### src/rtl/piso_stream.sv
// Parallel-in/serial-out serializer with a one-word holding buffer.
// A word waits in the holding register while the previous word shifts out, so words
// stream with no idle bit between them. One bit advances per bit_en tick.
module piso_stream #(
  parameter int unsigned DATA_WIDTH = 8,
  parameter bit          LSB_FIRST  = 1'b0,
  parameter logic        IDLE_LEVEL = 1'b0,
  parameter int unsigned CNT_W      = $clog2(DATA_WIDTH)
) (
  input  logic                  clk,
  input  logic                  rst_n,     // active-high asynchronous reset
  input  logic                  bit_en,
  input  logic                  s_valid,
  output logic                  s_ready,
  input  logic [DATA_WIDTH-1:0] s_data,
  output logic                  ser_out,
  output logic                  ser_valid,
  output logic                  ser_first,
  output logic                  ser_last,
  output logic                  busy
);

  typedef enum logic {StIdle, StShift} state_e;

  localparam logic [CNT_W-1:0] LastCnt = CNT_W'(DATA_WIDTH - 1);

  state_e                state_q, state_d;
  logic [DATA_WIDTH-1:0] sh_q, sh_d;
  logic [DATA_WIDTH-1:0] hold_q, hold_d;
  logic [CNT_W-1:0]      cnt_q, cnt_d;
  logic                  hfull_q, hfull_d;

  logic act;
  logic accept;
  logic done;

  assign act    = (state_q == StShift);
  assign accept = s_valid && !hfull_q;
  assign done   = act && bit_en && (cnt_q == LastCnt);

  // Next-state: route accepted words to the shifter or the holding register.
  always_comb begin
    state_d = state_q;
    sh_d    = sh_q;
    hold_d  = hold_q;
    cnt_d   = cnt_q;
    hfull_d = hfull_q;
    unique case (state_q)
      StIdle: begin
        if (accept) begin
          sh_d    = s_data;
          cnt_d   = '0;
          state_d = StShift;
        end
      end
      StShift: begin
        if (done) begin
          if (hfull_q) begin
            // Held word goes out next; a concurrent accept refills the buffer.
            sh_d    = hold_q;
            cnt_d   = '0;
            hfull_d = 1'b0;
            if (accept) begin
              hold_d  = s_data;
              hfull_d = 1'b1;
            end
          end else if (accept) begin
            sh_d  = s_data;
            cnt_d = '0;
          end else begin
            state_d = StIdle;
            cnt_d   = '0;
          end
        end else begin
          if (bit_en) begin
            sh_d  = LSB_FIRST ? (sh_q >> 1) : (sh_q << 1);
            cnt_d = cnt_q + CNT_W'(1);
          end
          if (accept) begin
            hold_d  = s_data;
            hfull_d = 1'b1;
          end
        end
      end
    endcase
  end

  // State registers; reset discards any in-flight and held word.
  always_ff @(posedge clk or posedge rst_n) begin
    if (rst_n) begin
      state_q <= StIdle;
      sh_q    <= '0;
      hold_q  <= '0;
      cnt_q   <= '0;
      hfull_q <= 1'b0;
    end else begin
      state_q <= state_d;
      sh_q    <= sh_d;
      hold_q  <= hold_d;
      cnt_q   <= cnt_d;
      hfull_q <= hfull_d;
    end
  end

  // Outputs decode straight from registers, so they are glitch-free and reset at once.
  always_comb begin
    s_ready   = !hfull_q;
    ser_valid = act;
    ser_first = act && (cnt_q == '0);
    ser_last  = act && (cnt_q == LastCnt);
    busy      = act || hfull_q;
    if (!act) begin
      ser_out = IDLE_LEVEL;
    end else if (LSB_FIRST) begin
      ser_out = sh_q[0];
    end else begin
      ser_out = sh_q[DATA_WIDTH-1];
    end
  end

endmodule

### config.mk
export PLATFORM = sky130hd
export DESIGN_NAME = piso_stream
export DESIGN_NICKNAME = d
export VERILOG_FILES = /design/src/rtl/piso_stream.sv
export SDC_FILE = /design/constraint.sdc
export NUM_CORES = 1
export LEC_CHECK = 0
export BUFFER_PORTS_ARGS = -buffer_cell sky130_fd_sc_hd__buf_2
export CAP_MARGIN = 30
export CORE_MARGIN = 2
export CORE_UTILIZATION = 44
export CTS_CLUSTER_DIAMETER = 100
export DETAILED_ROUTE_END_ITERATION = 8
export HOLD_SLACK_MARGIN = 0.03
export MAX_ROUTING_LAYER = met4
export PLACE_DENSITY = 0.67
export SKIP_LAST_GASP = 1
export SLEW_MARGIN = 30
export SYNTH_ARGS = -nofsm -noshare
export SYNTH_HDL_FRONTEND = slang
export SYNTH_SLANG_ARGS = --single-unit
### constraint.sdc
create_clock -name clk -period 1.8 [get_ports clk]
set_input_delay 0 -clock clk [delete_from_list [all_inputs] [get_ports clk]]
set_output_delay 0 -clock clk [all_outputs]
set_load 0.02 [all_outputs]
### Word level (Yosys, flattened, before mapping)

Cells that the tools add are included.

* RAM bits: 0
* memories kept: 0
* memory bits (read-only): 0
* bits of input ports: 12
* word-level logic and storage cells: 43
* latch bits: 0
* bits in registers: 21

* div/mod/pow operators: 0
* magnitude comparators: 0
* shifts and indexed selects: 0
* reduce and logical (&&, ||, !) cells: 12
* multipliers: 0
* mux-type cells: 20
* bitwise gates (word level): 1
* $add $sub $neg: 1
* equal/unequal tests: 4

Operators by type and width (count)
* $mux 8: 7
* $pmux 8 s2: 1
* $mux 3: 3
* $mux 1: 7
* $pmux 3 s2: 1
* $reduce_and 2->1: 3
* $logic_and 1x1->1: 5
* $ne 2x2->1 const B: 2
* $add 3x1->3 const B: 1
* $eq 3x3->1 const B: 1
* $logic_not 3->1: 1
* $ne 3x2->1 const B: 1
* $pmux 1 s2: 1
* $reduce_bool 2->1: 1
* $logic_not 1->1: 1
* $logic_or 1x1->1: 1
* $not 1->1: 1

### Logic depth before layout (Yosys ltp)

* depth after elaboration: 6
* gate-level depth with buffers: 7
* depth with buffers taken out: 5

### Least setup slack after synthesis

Ideal clock, no wire load.

* path kind: register to register
* start: reg cnt_q[0]
* end: reg hold_q[0]
* required time: 1.675 ns
* path buffers: 0
* arrival time: 1.594 ns
* stages on the path, launching flop included: 6
* clock period less this slack: 1.719 ns
* slack: 0.081 ns
* path through: dfrtp_1 > ha_1 > ha_1 > nand2_1 > nor3b_4 > mux2_2

* word-level cells in the longest chain between the ends: 4

Ends and longest elaborated chain
* start: declaration: line 30 `logic [CNT_W-1:0] cnt_q, cnt_d;`
* start signal: assignment: line 100 `cnt_q <= cnt_d;`
* $eq 3x3->1 *: line 39 `assign done = act && bit_en && (cnt_q == LastCnt);`
* $logic_and 1x1->1 *: line 39
* $ne 2x2->1 (no source line)
* $reduce_and 2->1 (no source line)
* end signal: assignment: line 99 `hold_q <= hold_d;`
* end: declaration: line 29 `logic [DATA_WIDTH-1:0] hold_q, hold_d;`

Mark *: on every way between the ends. The rest lies on a longest branch, timed or not.
A chain may end at the register's enable or synchronous reset.

### Worst setup path after layout

Same ends and word-level chain as after synthesis.

==> impl_metrics.env <==
export IMPL_leakagePower_nw=0.669
export IMPL_route_vias_total=880
export IMPL_power_switching_mw=0.615
export IMPL_grt_max_degree=22
export IMPL_critical_path_class="reg2reg"
export IMPL_async_flop_share=1.00
export IMPL_synth_top_cells_by_area="dfrtp_1, mux2_2, o221a_2"
export IMPL_worstMarginPinSlew_ns=0.818
export IMPL_relSlewSlack=0.454
export IMPL_critical_path_required_ns=2.01
export IMPL_finalClockSkew_ns=0.00404
export IMPL_cts_buffers=3
export IMPL_syn_num_nets=116
export IMPL_arrival_ns=1.93
export IMPL_core_rowCount=18
export IMPL_cts_tree="done"
export IMPL_fmax_mhz=579
export IMPL_syn_to_final_growth_pct=26.0
export IMPL_rsz0062_at_grt="no"
export IMPL_clockRootBuffer="clkbuf_4"
export IMPL_viasPerCell=5.40
export IMPL_ant_nets=0
export IMPL_maxCapViolations=0
export IMPL_grt_total_usage=0.190
export IMPL_p_total_mw=1.72
export IMPL_gp_congestion=0.698
export IMPL_core_mm2=0.00243
export IMPL_startpoint_type="flop"
export IMPL_outcome="complete, no violations"
export IMPL_seq_power_share=0.448
export IMPL_peakVddDrop_mv=0.640
export IMPL_cts_sinks=21
export IMPL_yosys_warnings=0
export IMPL_combPwrFrac=0.418
export IMPL_path_max_fanout=8
export IMPL_clkTransAtPathRegs_ns=0.12
export IMPL_diodes=0
export IMPL_p_clk_frac=0.134
export IMPL_n_fill_cell=219
export IMPL_port_buffers=17
export IMPL_io_pins=18
export IMPL_critPathMaxStageDelay_ns=0.44
export IMPL_synth_top_area_cell="dfrtp_1"
export IMPL_synth_edff_count=0
export IMPL_min_period_over_period=0.959
export IMPL_finalSetupViolCount=0
export IMPL_synthCells=101
export IMPL_fp_dieW_um=54.2
export IMPL_min_path_type="in2reg"
export IMPL_fin_crit_ns=1.73
export IMPL_synth_seq_area_share=0.474
export IMPL_synth_avg_cell_area_um2=11.0
export IMPL_hold_viol=0
export IMPL_dieArea_mm2=0.00294
export IMPL_htreeDepth=1
export IMPL_drtIter0Drc=15
export IMPL_nets=149
export IMPL_crit_path_cell_trace="ha_2 > ha_1 > nand2_2 > nor3b_4 > buf_12 > mux2_2"
export IMPL_drv_slew=0
export IMPL_dp_hpwl_um=1520
export IMPL_first_pass_iters=4
export IMPL_grt_pass1_wl_um=3790
export IMPL_antenna_found_initial=0
export IMPL_p_int_mw=1.11
export IMPL_fp_dieH_um=54.2
export IMPL_post_synth_top_area_fraction=0.474
export IMPL_ys_flop_type="dfrtp_1"
export IMPL_cts_path_max_buffers=2
export IMPL_clk_latency_ns=0.31
export IMPL_setup_tns_ns=0
export IMPL_p_per_area_mw_per_mm2=1230
export IMPL_end_kind="flop"
export IMPL_p_sw_frac=0.357
export IMPL_syn_cell_area_mm2=0.00111
export IMPL_routed_wl_um=2270
export IMPL_grt_ovfl_total=0
export IMPL_synthDistinctLibCells=26
export IMPL_drive_above_1_share=0.361
export IMPL_grt_pass1_vias=865
export IMPL_drc=0
export IMPL_routedWlPerCell_um=13.9
export IMPL_start_util=0.456
export IMPL_cpMaxStageDelayCell="dfrtp_1"
export IMPL_ys_ff_latch=21
[per-stage QoR]
stage,util,instances,instance area [µm²],worst slack [ns],hold WS [ns]
floorplan,-,101,1110,0.0814,-0.0235
global placement,0.520,149,1260,0.0945,0.197
detailed placement,0.520,149,1260,0.0583,0.208
CTS,0.572,163,1390,0.0326,0.0737
global route,0.574,163,1400,0.000945,0.0731
finish,0.574,163,1400,0.0734,0.0541
[final cells by class]
| type | count | area [µm²] | area share |
|---|---|---|---|
| clock buffers | 3 | 22.5 | 0.0161 |
| clock inverters | 1 | 5.00 | 0.00358 |
| inverters | 6 | 22.5 | 0.0161 |
| multi-input cells | 69 | 541 | 0.387 |
| flip-flops and latches | 21 | 526 | 0.376 |
| well taps | 30 | 37.5 | 0.0269 |
| repair buffers | 33 | 243 | 0.174 |
[critical path: cells and delay by family (launching register included)]
family	cells	cell delay [ns]
flip-flops	1	0.44
adder cells (fa/ha/maj)	2	0.39
multiplexers	1	0.33
AND/OR/NAND/NOR	2	0.31
buffers and inverters	1	0.15
[power by group through the flow]
stage          clock (mW)  sequential, mW  combinational, mW
2_1_floorplan           0           0.743              0.536
3_3_place_gp            0           0.771              0.688
3_5_place_dp            0           0.782              0.700
4_1_cts             0.241           0.770              0.722
5_1_grt             0.274           0.798              0.801
6_report            0.232           0.772              0.720
[synth_stat cells (2+ instances only)]
| library cell | number |
|---|---|
| dfrtp_1 | 21 |
| nor2_1 | 10 |
| o21ai_0 | 10 |
| and3b_1 | 8 |
| mux2_2 | 8 |
| o221a_2 | 7 |
| inv_1 | 6 |
| nand2_1 | 6 |
| and2_1 | 3 |
| ha_1 | 3 |
| buf_2 | 2 |
| clkbuf_1 | 2 |
| mux2i_1 | 2 |
[what timing repair did]
item,CTS,global route
endpoints found under the setup margin,0,8
setup buffers,0,0
endpoints found under the hold margin,38,0
hold buffers,10,0
gates resized for setup,0,2
[final timing paths]
path / startpoint / slack (ns) / depth (start not counted) / to
worst max-delay path: cnt_q[0] / 0.07 / 6 / hold_q[0]
worst min-delay path: bit_en / 0.05 / 4 / ser_valid
worst max register to register: cnt_q[0] / 0.07 / 6 / hold_q[0]
worst min register to register: hold_q[3] / 0.51 / 1 / hold_q[3]
max in group asynchronous: rst_n / 0.92 / 3 / hfull_q
min in group asynchronous: rst_n / 0.38 / 3 / hold_q[2]
[state kept, by name (all words and copies together) (netlist names)]
name and flops:
hold_q 8, cnt_q 3, hfull_q 1, sh_q 8, ser_valid 1
[logic make-up (layout without fill, tap and decap cells)]
group,count (synthesis),in the layout,synth area share
AND/OR/NAND/NOR,34,34,0.192
AO/OA/AOI/OAI,22,22,0.158
flip-flops,21,21,0.474
buffers and inverters,11,43,0.0429
multiplexers,10,10,0.0993
adder cells (fa/ha/maj),3,3,0.0339
[placed cells by master (no fill, tap or decap), drive strengths merged]
master / instances
a21o: 1
a22oi: 1
a2bb2oi: 1
and2: 3
and3b: 8
buf: 23
clkbuf: 3
clkinv: 1
dfrtp: 21
dlygate4sd3: 10
ha: 3
inv: 6
mux2: 8
mux2i: 2
nand2: 7
nand4: 1
nor2: 10
nor2b: 1
nor3b: 2
o21ai: 10
o221a: 7
o221ai: 1
o31ai: 1
or2: 1
or2b: 1
[layer usage]
layer	up-vias	track usage	routed length (µm)
li1	425	-	-
met1	432	0.248	1080
met2	18	0.287	1080
met3	5	0.0333	79
met4	0	0.0833	36
met5	-	-	0
No activity file was read; power rests on OpenSTA's default activity.
